===== src/rtl/hitmark_pkg.sv =====
// Shared types and constants for the hitmark sprite sequencer.
package hitmark_pkg;

    typedef enum logic [1:0] {
        IDLE,
        ARM,
        SHOW,
        BLINK
    } hm_state_t;

    localparam int HM_BLINK_BIT = 2;
    localparam int COORD_W      = 10;

endpackage


===== src/rtl/hitmark_ctrl.sv =====
// Hitmark sprite sequencer: latches a hit, shows the sprite for a fixed number of
// frames, blinks it, and drives the sprite RAM read address from the pixel scan.
//
//  state | meaning
//  IDLE  | nothing displayed, waiting for a hit
//  ARM   | hit latched, waiting for the next frame boundary
//  SHOW  | sprite drawn solid, counting frames
//  BLINK | sprite toggles visibility every 4 frames, counting frames
module hitmark_ctrl
    import hitmark_pkg::*;
#(
    parameter int ADDR_WIDTH   = 10,
    parameter int DATA_WIDTH   = 4,
    parameter int SPRITE_W     = 32,
    parameter int SPRITE_H     = 32,
    parameter int H_PIX        = 640,
    parameter int V_PIX        = 480,
    parameter int SHOW_FRAMES  = 30,
    parameter int BLINK_FRAMES = 16,
    parameter int TRANSPARENT  = 0
) (
    input  logic                  clk,
    input  logic                  reset,
    input  logic                  hit,
    input  logic [COORD_W-1:0]    hit_x,
    input  logic [COORD_W-1:0]    hit_y,
    input  logic                  refr_tick,
    input  logic [COORD_W-1:0]    x,
    input  logic [COORD_W-1:0]    y,
    input  logic [DATA_WIDTH-1:0] ram_dout,
    output logic [ADDR_WIDTH-1:0] ram_addr_r,
    output logic                  hm_on,
    output logic [DATA_WIDTH-1:0] hm_rgb,
    output logic                  busy
);

    localparam int SW_B  = $clog2(SPRITE_W);
    localparam int SH_B  = $clog2(SPRITE_H);
    localparam int FMAX  = (SHOW_FRAMES > BLINK_FRAMES) ? SHOW_FRAMES : BLINK_FRAMES;
    localparam int CNT_W = ($clog2(FMAX) > HM_BLINK_BIT) ? $clog2(FMAX) : HM_BLINK_BIT + 1;

    localparam logic [COORD_W-1:0] X_LIM     = COORD_W'(H_PIX - SPRITE_W);
    localparam logic [COORD_W-1:0] Y_LIM     = COORD_W'(V_PIX - SPRITE_H);
    localparam logic [CNT_W-1:0]   SHOW_LAST = CNT_W'(SHOW_FRAMES - 1);
    localparam logic [CNT_W-1:0]   BLNK_LAST = CNT_W'(BLINK_FRAMES - 1);

    hm_state_t          r_state, w_state_nxt;
    logic [CNT_W-1:0]   r_frame_cnt, w_frame_cnt_nxt;
    logic [COORD_W-1:0] r_pend_x, r_pend_y;
    logic [COORD_W-1:0] r_ox, r_oy;
    logic               r_in_box_d, r_vis_d;

    logic               w_load_origin;
    logic               w_visible;
    logic               w_in_box;
    logic [COORD_W-1:0] w_clamp_x, w_clamp_y;
    logic [SW_B-1:0]    w_dx;
    logic [SH_B-1:0]    w_dy;

    assign w_clamp_x = (hit_x > X_LIM) ? X_LIM : hit_x;
    assign w_clamp_y = (hit_y > Y_LIM) ? Y_LIM : hit_y;

    always_comb begin
        w_state_nxt     = r_state;
        w_frame_cnt_nxt = r_frame_cnt;
        w_load_origin   = 1'b0;
        w_visible       = 1'b0;
        case (r_state)
            IDLE: ;
            ARM: begin
                if (refr_tick) begin
                    w_state_nxt     = SHOW;
                    w_frame_cnt_nxt = '0;
                    w_load_origin   = 1'b1;
                end
            end
            SHOW: begin
                w_visible = 1'b1;
                if (refr_tick) begin
                    if (r_frame_cnt == SHOW_LAST) begin
                        w_state_nxt     = BLINK;
                        w_frame_cnt_nxt = '0;
                    end else begin
                        w_frame_cnt_nxt = r_frame_cnt + 1'b1;
                    end
                end
            end
            BLINK: begin
                w_visible = ~r_frame_cnt[HM_BLINK_BIT];
                if (refr_tick) begin
                    if (r_frame_cnt == BLNK_LAST) begin
                        w_state_nxt     = IDLE;
                        w_frame_cnt_nxt = '0;
                    end else begin
                        w_frame_cnt_nxt = r_frame_cnt + 1'b1;
                    end
                end
            end
            default: w_state_nxt = IDLE;
        endcase
        // A hit overrides any tick in the same cycle; the tick is simply dropped.
        if (hit) begin
            w_state_nxt     = ARM;
            w_frame_cnt_nxt = '0;
            w_load_origin   = 1'b0;
        end
    end

    always_ff @(posedge clk or posedge reset) begin
        if (reset) begin
            r_state     <= IDLE;
            r_frame_cnt <= '0;
            r_pend_x    <= '0;
            r_pend_y    <= '0;
            r_ox        <= '0;
            r_oy        <= '0;
            r_in_box_d  <= 1'b0;
            r_vis_d     <= 1'b0;
        end else begin
            r_state     <= w_state_nxt;
            r_frame_cnt <= w_frame_cnt_nxt;
            if (hit) begin
                r_pend_x <= w_clamp_x;
                r_pend_y <= w_clamp_y;
            end
            if (w_load_origin) begin
                r_ox <= r_pend_x;
                r_oy <= r_pend_y;
            end
            r_in_box_d <= w_in_box;
            r_vis_d    <= w_visible;
        end
    end

    // Upper bound compared one bit wider so ox + SPRITE_W cannot wrap.
    assign w_in_box = (x >= r_ox)
                    & ({1'b0, x} < ({1'b0, r_ox} + (COORD_W + 1)'(SPRITE_W)))
                    & (y >= r_oy)
                    & ({1'b0, y} < ({1'b0, r_oy} + (COORD_W + 1)'(SPRITE_H)));

    assign w_dx = x[SW_B-1:0] - r_ox[SW_B-1:0];
    assign w_dy = y[SH_B-1:0] - r_oy[SH_B-1:0];

    assign ram_addr_r = w_in_box ? ADDR_WIDTH'({w_dy, w_dx}) : '0;

    assign hm_on  = r_in_box_d & r_vis_d & (ram_dout != DATA_WIDTH'(TRANSPARENT));
    assign hm_rgb = hm_on ? ram_dout : '0;
    assign busy   = (r_state != IDLE);

endmodule


===== config.mk =====
export PLATFORM = sky130hd
export DESIGN_NAME = hitmark_ctrl
export DESIGN_NICKNAME = d
export VERILOG_FILES = /design/src/rtl/hitmark_pkg.sv /design/src/rtl/hitmark_ctrl.sv
export SDC_FILE = /design/constraint.sdc
export NUM_CORES = 1
export LEC_CHECK = 0
export BUFFER_PORTS_ARGS = -buffer_cell sky130_fd_sc_hd__buf_2
export CELL_PAD_IN_SITES_DETAIL_PLACEMENT = 1
export CELL_PAD_IN_SITES_GLOBAL_PLACEMENT = 1
export CORE_MARGIN = 1.5
export CORE_UTILIZATION = 30
export CTS_BUF_LIST = sky130_fd_sc_hd__clkbuf_16
export CTS_CLUSTER_DIAMETER = 120
export CTS_CLUSTER_SIZE = 30
export DETAILED_ROUTE_END_ITERATION = 12
export PLACE_DENSITY_LB_ADDON = 0.1
export SETUP_SLACK_MARGIN = 0.3
export SLEW_MARGIN = 20
export SYNTH_ARGS = -nofsm -noshare
export SYNTH_HDL_FRONTEND = slang
export SYNTH_SLANG_ARGS = --single-unit

===== constraint.sdc =====
create_clock -name clk -period 3.3 [get_ports clk]
set_input_delay 0.66 -clock clk [delete_from_list [all_inputs] [get_ports clk]]
set_output_delay 0.66 -clock clk [all_outputs]
set_load 0.005 [all_outputs]

=== Yosys cells after proc, flatten, opt, wreduce, memory -nomap -nowiden ===
Index checks and enable logic that the tools add are counted.
W data, S select, Z words.

* Add/sub/neg operators: 5
* $lt $le $gt $ge: 6
* Equality and inequality tests: 10
* Mux-type cells: 22
* Bitwise gates (word level): 6
* Reductions and logical operators: 5

{| class="wikitable"
|+ Operators by type and width
! cell !! count
|-
| $mux W10 || 3
|-
| $mux W5 || 6
|-
| $add A10 B6 Y11 const B || 2
|-
| $lt A10 B11 Y1 || 2
|-
| $ge A10 B10 Y1 || 2
|-
| $ne A3 B3 Y1 const B || 5
|-
| $pmux W5 S3 || 1
|-
| $mux W2 || 6
|-
| $gt A10 B10 Y1 const B || 1
|-
| $gt A10 B9 Y1 const B || 1
|-
| $sub A5 B5 Y5 || 2
|-
| $reduce_bool A4 Y1 || 2
|-
| $pmux W2 S3 || 1
|-
| $reduce_and A6 Y1 || 1
|-
| $add A5 B1 Y5 const B || 1
|-
| $and A1 B1 Y1 || 5
|-
| $eq A5 B4 Y1 const B || 1
|-
| $eq A5 B5 Y1 const B || 1
|-
| $eq A2 B2 Y1 const B || 2
|-
| $mux W4 || 1
|-
| $reduce_and A4 Y1 || 1
|-
| $mux W1 || 3
|-
| $eq A2 B1 Y1 const B || 1
|-
| $pmux W1 S2 || 1
|-
| 2 further kinds || 2
|}

* Register bits: 49
* Input port bits: 48
* Output and inout bits: 16
* Word-level logic and storage cells: 62

=== Depth between registers and ports, before layout ===
* Word-level depth: 6
* Depth in mapped cells: 10
* Depth with buffers taken out: 9

=== Least setup slack after synthesis ===
No wires, ideal clock.

* Path type: in2out
* From: in x[0]
* To: out ram_addr_r[3]
* Arrival: 2183 ps
* Slack: 457 ps
* Stages on the path: 9
* Buffers on the path: 1
* Cell sequence: inv_1 -> ha_1 -> inv_1 -> fa_1 -> a21o_1 -> a211oi_1 -> o221ai_1 -> clkbuf_1 -> nor3b_2

* Word-level cells in the longest chain between the ends: 5
* Elaborated cells on any way between the ends: 7
* Those cells by class: add/sub (1); order compare (2); mux (1); bitwise (3)

{| class="wikitable"
|+ RTL lines
! what !! line !! text
|-
| start: declaration || hitmark_ctrl.sv:28 || <nowiki>input logic [COORD_W-1:0] x,</nowiki>
|-
| $lt A10 B11 Y1 / $ge A10 B10 Y1 (equally long branches) || hitmark_ctrl.sv:137, hitmark_ctrl.sv:136 ||
|-
| $and A1 B1 Y1 || hitmark_ctrl.sv:137 || <nowiki>& ({1'b0, x} < ({1'b0, r_ox} + (COORD_W + 1)'(SPRITE_W)))</nowiki>
|-
| $and A1 B1 Y1 || hitmark_ctrl.sv:138 || <nowiki>& (y >= r_oy)</nowiki>
|-
| $and A1 B1 Y1 || hitmark_ctrl.sv:139 || <nowiki>& ({1'b0, y} < ({1'b0, r_oy} + (COORD_W + 1)'(SPRITE_H)));</nowiki>
|-
| $mux W10 (*) || hitmark_ctrl.sv:144 || <nowiki>assign ram_addr_r = w_in_box ? ADDR_WIDTH'({w_dy, w_dx}) : '0;</nowiki>
|-
| end: declaration || hitmark_ctrl.sv:31 || <nowiki>output logic [ADDR_WIDTH-1:0] ram_addr_r,</nowiki>
|}

Mark *: on every way between the ends. The rest lies on a longest branch, timed or not.

=== Worst setup path in the final report ===
* From: reg r_ox[6]
* To: out ram_addr_r[8]

* Word-level cells in the longest chain between the ends: 6
* Elaborated cells on any way between the ends: 7
* Those cells by class: add/sub (1); order compare (2); mux (1); bitwise (3)

{| class="wikitable"
|+ RTL lines
! what !! line !! text
|-
| start: declaration || hitmark_ctrl.sv:50 || <nowiki>logic [COORD_W-1:0] r_ox, r_oy;</nowiki>
|-
| start signal: assignment || hitmark_ctrl.sv:127 || <nowiki>r_ox <= r_pend_x;</nowiki>
|-
| $add A10 B6 Y11 || hitmark_ctrl.sv:137 ||
|-
| $lt A10 B11 Y1 || hitmark_ctrl.sv:137 ||
|-
| $and A1 B1 Y1 (*) || hitmark_ctrl.sv:137 ||
|-
| $and A1 B1 Y1 (*) || hitmark_ctrl.sv:138 ||
|-
| $and A1 B1 Y1 (*) || hitmark_ctrl.sv:139 ||
|-
| $mux W10 (*) || hitmark_ctrl.sv:144 ||
|}

Marked as above.

==> results_dict.tcl <==
set metrics [dict create \
    p_sw_uw 687 \
    hold_class "in -> async" \
    critPathKind "reg -> out" \
    rows 37 \
    fin_worst_skew_ns 0.00381 \
    synth_edf_count 0 \
    critical-path-slowest-cell "dfrtp_1" \
    path_cells "and3_4 -> xnor2_2 -> ha_1 -> a21o_1 -> a21o_1 -> a221oi_2 -> nand4_1 -> buf_4 -> buf_6 -> nor2_1 -> buf_2" \
    cts_root_buf "clkbuf_16" \
    wl_met3_um 225 \
    synthTopCellsByCount "49 x dfrtp_1, 36 x ha_1, 35 x nand2_1" \
    drive_above_1_share_pct 27.1 \
    overflow 0 \
    syn_inst 340 \
    dieArea_um2 11200 \
    synth_top_cell_area_share_pct 38.8 \
    grt_pass1_wl_um 13300 \
    layout.nets 498 \
    netSwitchingFraction_pct 33.0 \
    p_int_mw 1.40 \
    fmax_mhz 313 \
    gr-usage-all-layers_pct 15.0 \
    die_h_um 106 \
    cpMostUsedCell "a21o_1" \
    clockPowerShare_pct 27.3 \
    cts-buffers-inserted 5 \
    hold_viol 0 \
    cts.hold.buffers_added 0 \
    io_pins 64 \
    setup_viol 0 \
    placed_cells 535 \
    startpoint_type "register" \
    peakVddDrop_uv 204 \
    yosys_most_used_dff "dfrtp_1" \
    drc 0 \
    core_area_um2 10300 \
    maxSlewViolCount 0 \
    end_kind "output pin" \
    ys_types 52 \
    period_share_pct 96.7 \
    drtPass1Iterations 4 \
    max_cap_violations 0 \
    syn-cell-area_um2 3160 \
    finalNonFillerCells 549 \
    place_hpwl_um 6350 \
    grt_setup_unrepaired "true" \
    die_w_um 106 \
    critPathTopFamily "compound AO/OA/AOI/OAI gates" \
    dr.first_iter.drc_count 87 \
    wl_per_cell_um 14.4 \
    cts-htree-levels 2 \
    antenna_found_initial 0 \
    synth-seq-area-share_pct 38.8 \
    arrival_ns 2.53 \
    power_mw 2.08 \
    cts_tree "done" \
    synth_top_area_cell "dfrtp_1" \
    postRouteAntennaNets 0 \
    critPathBufInv 3 \
    syn_nets 426 \
    power_frac_comb_pct 36.8 \
    synth_async_sr_flop_share_pct 100 \
    fin_crit_ns 3.19 \
    antenna_cells 0 \
    grt_pass1_vias 2699 \
    cpPeakStageDelay_ns 0.39 \
    synth_area_leaders "dfrtp_1 39%, ha_1 14%, nand2_1 4.2%" \
    ys_ff_latch 49 \
    wl_met2_um 3640 \
    highest_layer "met4" \
    clkSinkCount 49 \
    crit_required_ns 2.64 \
    start_util_pct 30.7 \
    drt-met1-wl_um 3960 \
    status "completed" \
    power_density_nw_per_um2 527 \
    area_growth_pct 25.1 \
    drt-total-wl_um 7910 \
    cts_buffer_depth 2 \
    io_buffers 63 \
    grt_max_degree 33 \
    postSynthAreaPerCell_um2 9.29 \
    clk_pin_slew_worst_paths_ns 0.06 \
    viasPerCell 4.70 \
    slew_headroom_pct 57.5 \
    critical_path_peak_fanout 5 \
    num_vias 2578 \
    p_leak_nw 1.90 \
    clk_latency_ns 0.28 \
    routabilityCongestion 0.808 \
    yosysWarnings 0 \
    nFillCells 1224 \
    pwr-share-seq_pct 35.9 \
    synthMostInstantiatedCell "dfrtp_1" \
    worst_pin_slew_ns 0.634 \
]
flip-flops by register name, summed over array words and instances (netlist names):
signal / flops
r_vis_d: 1
r_pend_y: 10
r_ox: 10
r_in_box_d: 1
r_pend_x: 10
r_frame_cnt: 5
r_state: 2
r_oy: 10
power by group through the flow:
| stage | logic (mW) | clock network [mW] | registers (mW) |
|---|---|---|---|
| after detailed placement | 0.709 | 0 | 0.758 |
| after global routing | 0.877 | 0.613 | 0.761 |
| final | 0.766 | 0.569 | 0.748 |
| after global placement | 0.691 | 0 | 0.754 |
| after floorplan | 0.512 | 0 | 0.738 |
| after CTS | 0.753 | 0.587 | 0.748 |
layout make-up:
type / count / area [µm²] / share of cell area, %
clock inverters: 3 / 41.3 / 1.05
multi-input cells: 247 / 1850 / 46.8
flip-flops and latches: 49 / 1230 / 31.0
inverters: 34 / 128 / 3.23
repair buffers: 75 / 413 / 10.5
well taps: 136 / 170 / 4.31
clock buffers: 5 / 125 / 3.17
worst paths after layout:
| kind | from | endpoint | slack [ns] | cells past startpoint |
|---|---|---|---|---|
| setup / recovery | r_ox[6]$_DFFE_PP0P_ | ram_addr_r[8] | 0.11 | 11 |
| hold / removal | reset | r_ox[0]$_DFFE_PP0P_ | 0.35 | 2 |
| setup reg to reg | r_oy[6]$_DFFE_PP0P_ | r_in_box_d$_DFF_PP0_ | 0.97 | 12 |
| hold reg to reg | r_pend_y[9]$_DFFE_PP0P_ | r_oy[9]$_DFFE_PP0P_ | 0.48 | 2 |
| max in group asynchronous | reset | r_oy[5]$_DFFE_PP0P_ | 2.19 | 3 |
| min in group clk | r_pend_y[9]$_DFFE_PP0P_ | r_oy[9]$_DFFE_PP0P_ | 0.48 | 2 |
stage by stage:
| stage | worst slack, ns | TNS (ns) | instance area [µm²] | hold WS (ns) | utilization (%) |
|---|---|---|---|---|---|
| 2_1_floorplan | 0.457 | 0 | 3160 | 0.442 | - |
| 3_3_place_gp | 0.180 | 0 | 3640 | 0.462 | 35.5 |
| 3_5_place_dp | 0.125 | 0 | 3640 | 0.471 | 35.5 |
| 4_1_cts | 0.131 | 0 | 3890 | 0.356 | 37.9 |
| 5_1_grt | -0.0149 | -0.0300 | 3950 | 0.385 | 38.4 |
| 6_report | 0.109 | 0 | 3950 | 0.347 | 38.4 |
per-layer routing:
| metal | vias to the layer above | GRT usage (%) |
|---|---|---|
| met3 | 5 | 1.86 |
| met5 | - | 0 |
| met2 | 42 | 24.9 |
| met1 | 1199 | 20.7 |
| met4 | 0 | 4.05 |
| li1 | 1332 | - |
logic make-up after synthesis:
logic type / synth area share, %
and+or+nand+nor: 16.8
AOI/OAI and AO/OA: 17.9
DFF: 38.8
buffers and inverters: 5.63
adders and majority gates: 15.5
xor gates and xnor gates: 3.88
muxes: 1.39
layout by cell type, fill, tap and decap left out, types with 2 or more instances in the layout:
cell type / instances
a21o_1: 8
o211ai_1: 3
or2_1: 2
a21oi_2: 2
xor2_1: 4
nor2_1: 24
buf_6: 2
nand3_1: 8
o21a_1: 3
nor4_1: 2
buf_2: 63
dfrtp_1: 49
o21ai_0: 23
buf_4: 10
nand4_1: 3
nand2_1: 35
ha_1: 33
ha_2: 2
a22o_1: 13
nor2_2: 2
xnor2_1: 8
inv_1: 32
nor3b_2: 3
mux2_2: 3
xnor2_2: 2
clkinv_1: 2
and4_1: 2
and3_1: 6
nor3_1: 3
clkbuf_16: 5
a21oi_1: 19
nor2b_1: 3
worst register-to-register path, stage by stage, from the launching register on:
cell and delay, ns:
dfrtp_1 0.36, ha_2 0.19, nand3_2 0.10, xnor2_2 0.17, ha_4 0.29, buf_4 0.10, nand3_1 0.08, a31oi_2 0.19
o311ai_2 0.13, nand4_1 0.15, buf_4 0.13, buf_6 0.11, and2b_2 0.22
what timing repair did:
item,CTS,global route
gates cloned,1,0
setup buffers,4,1
pin swaps,8,7
endpoints found under the setup margin,10,10
resized for setup,10,10
No activity file was read; power rests on OpenSTA's default activity.
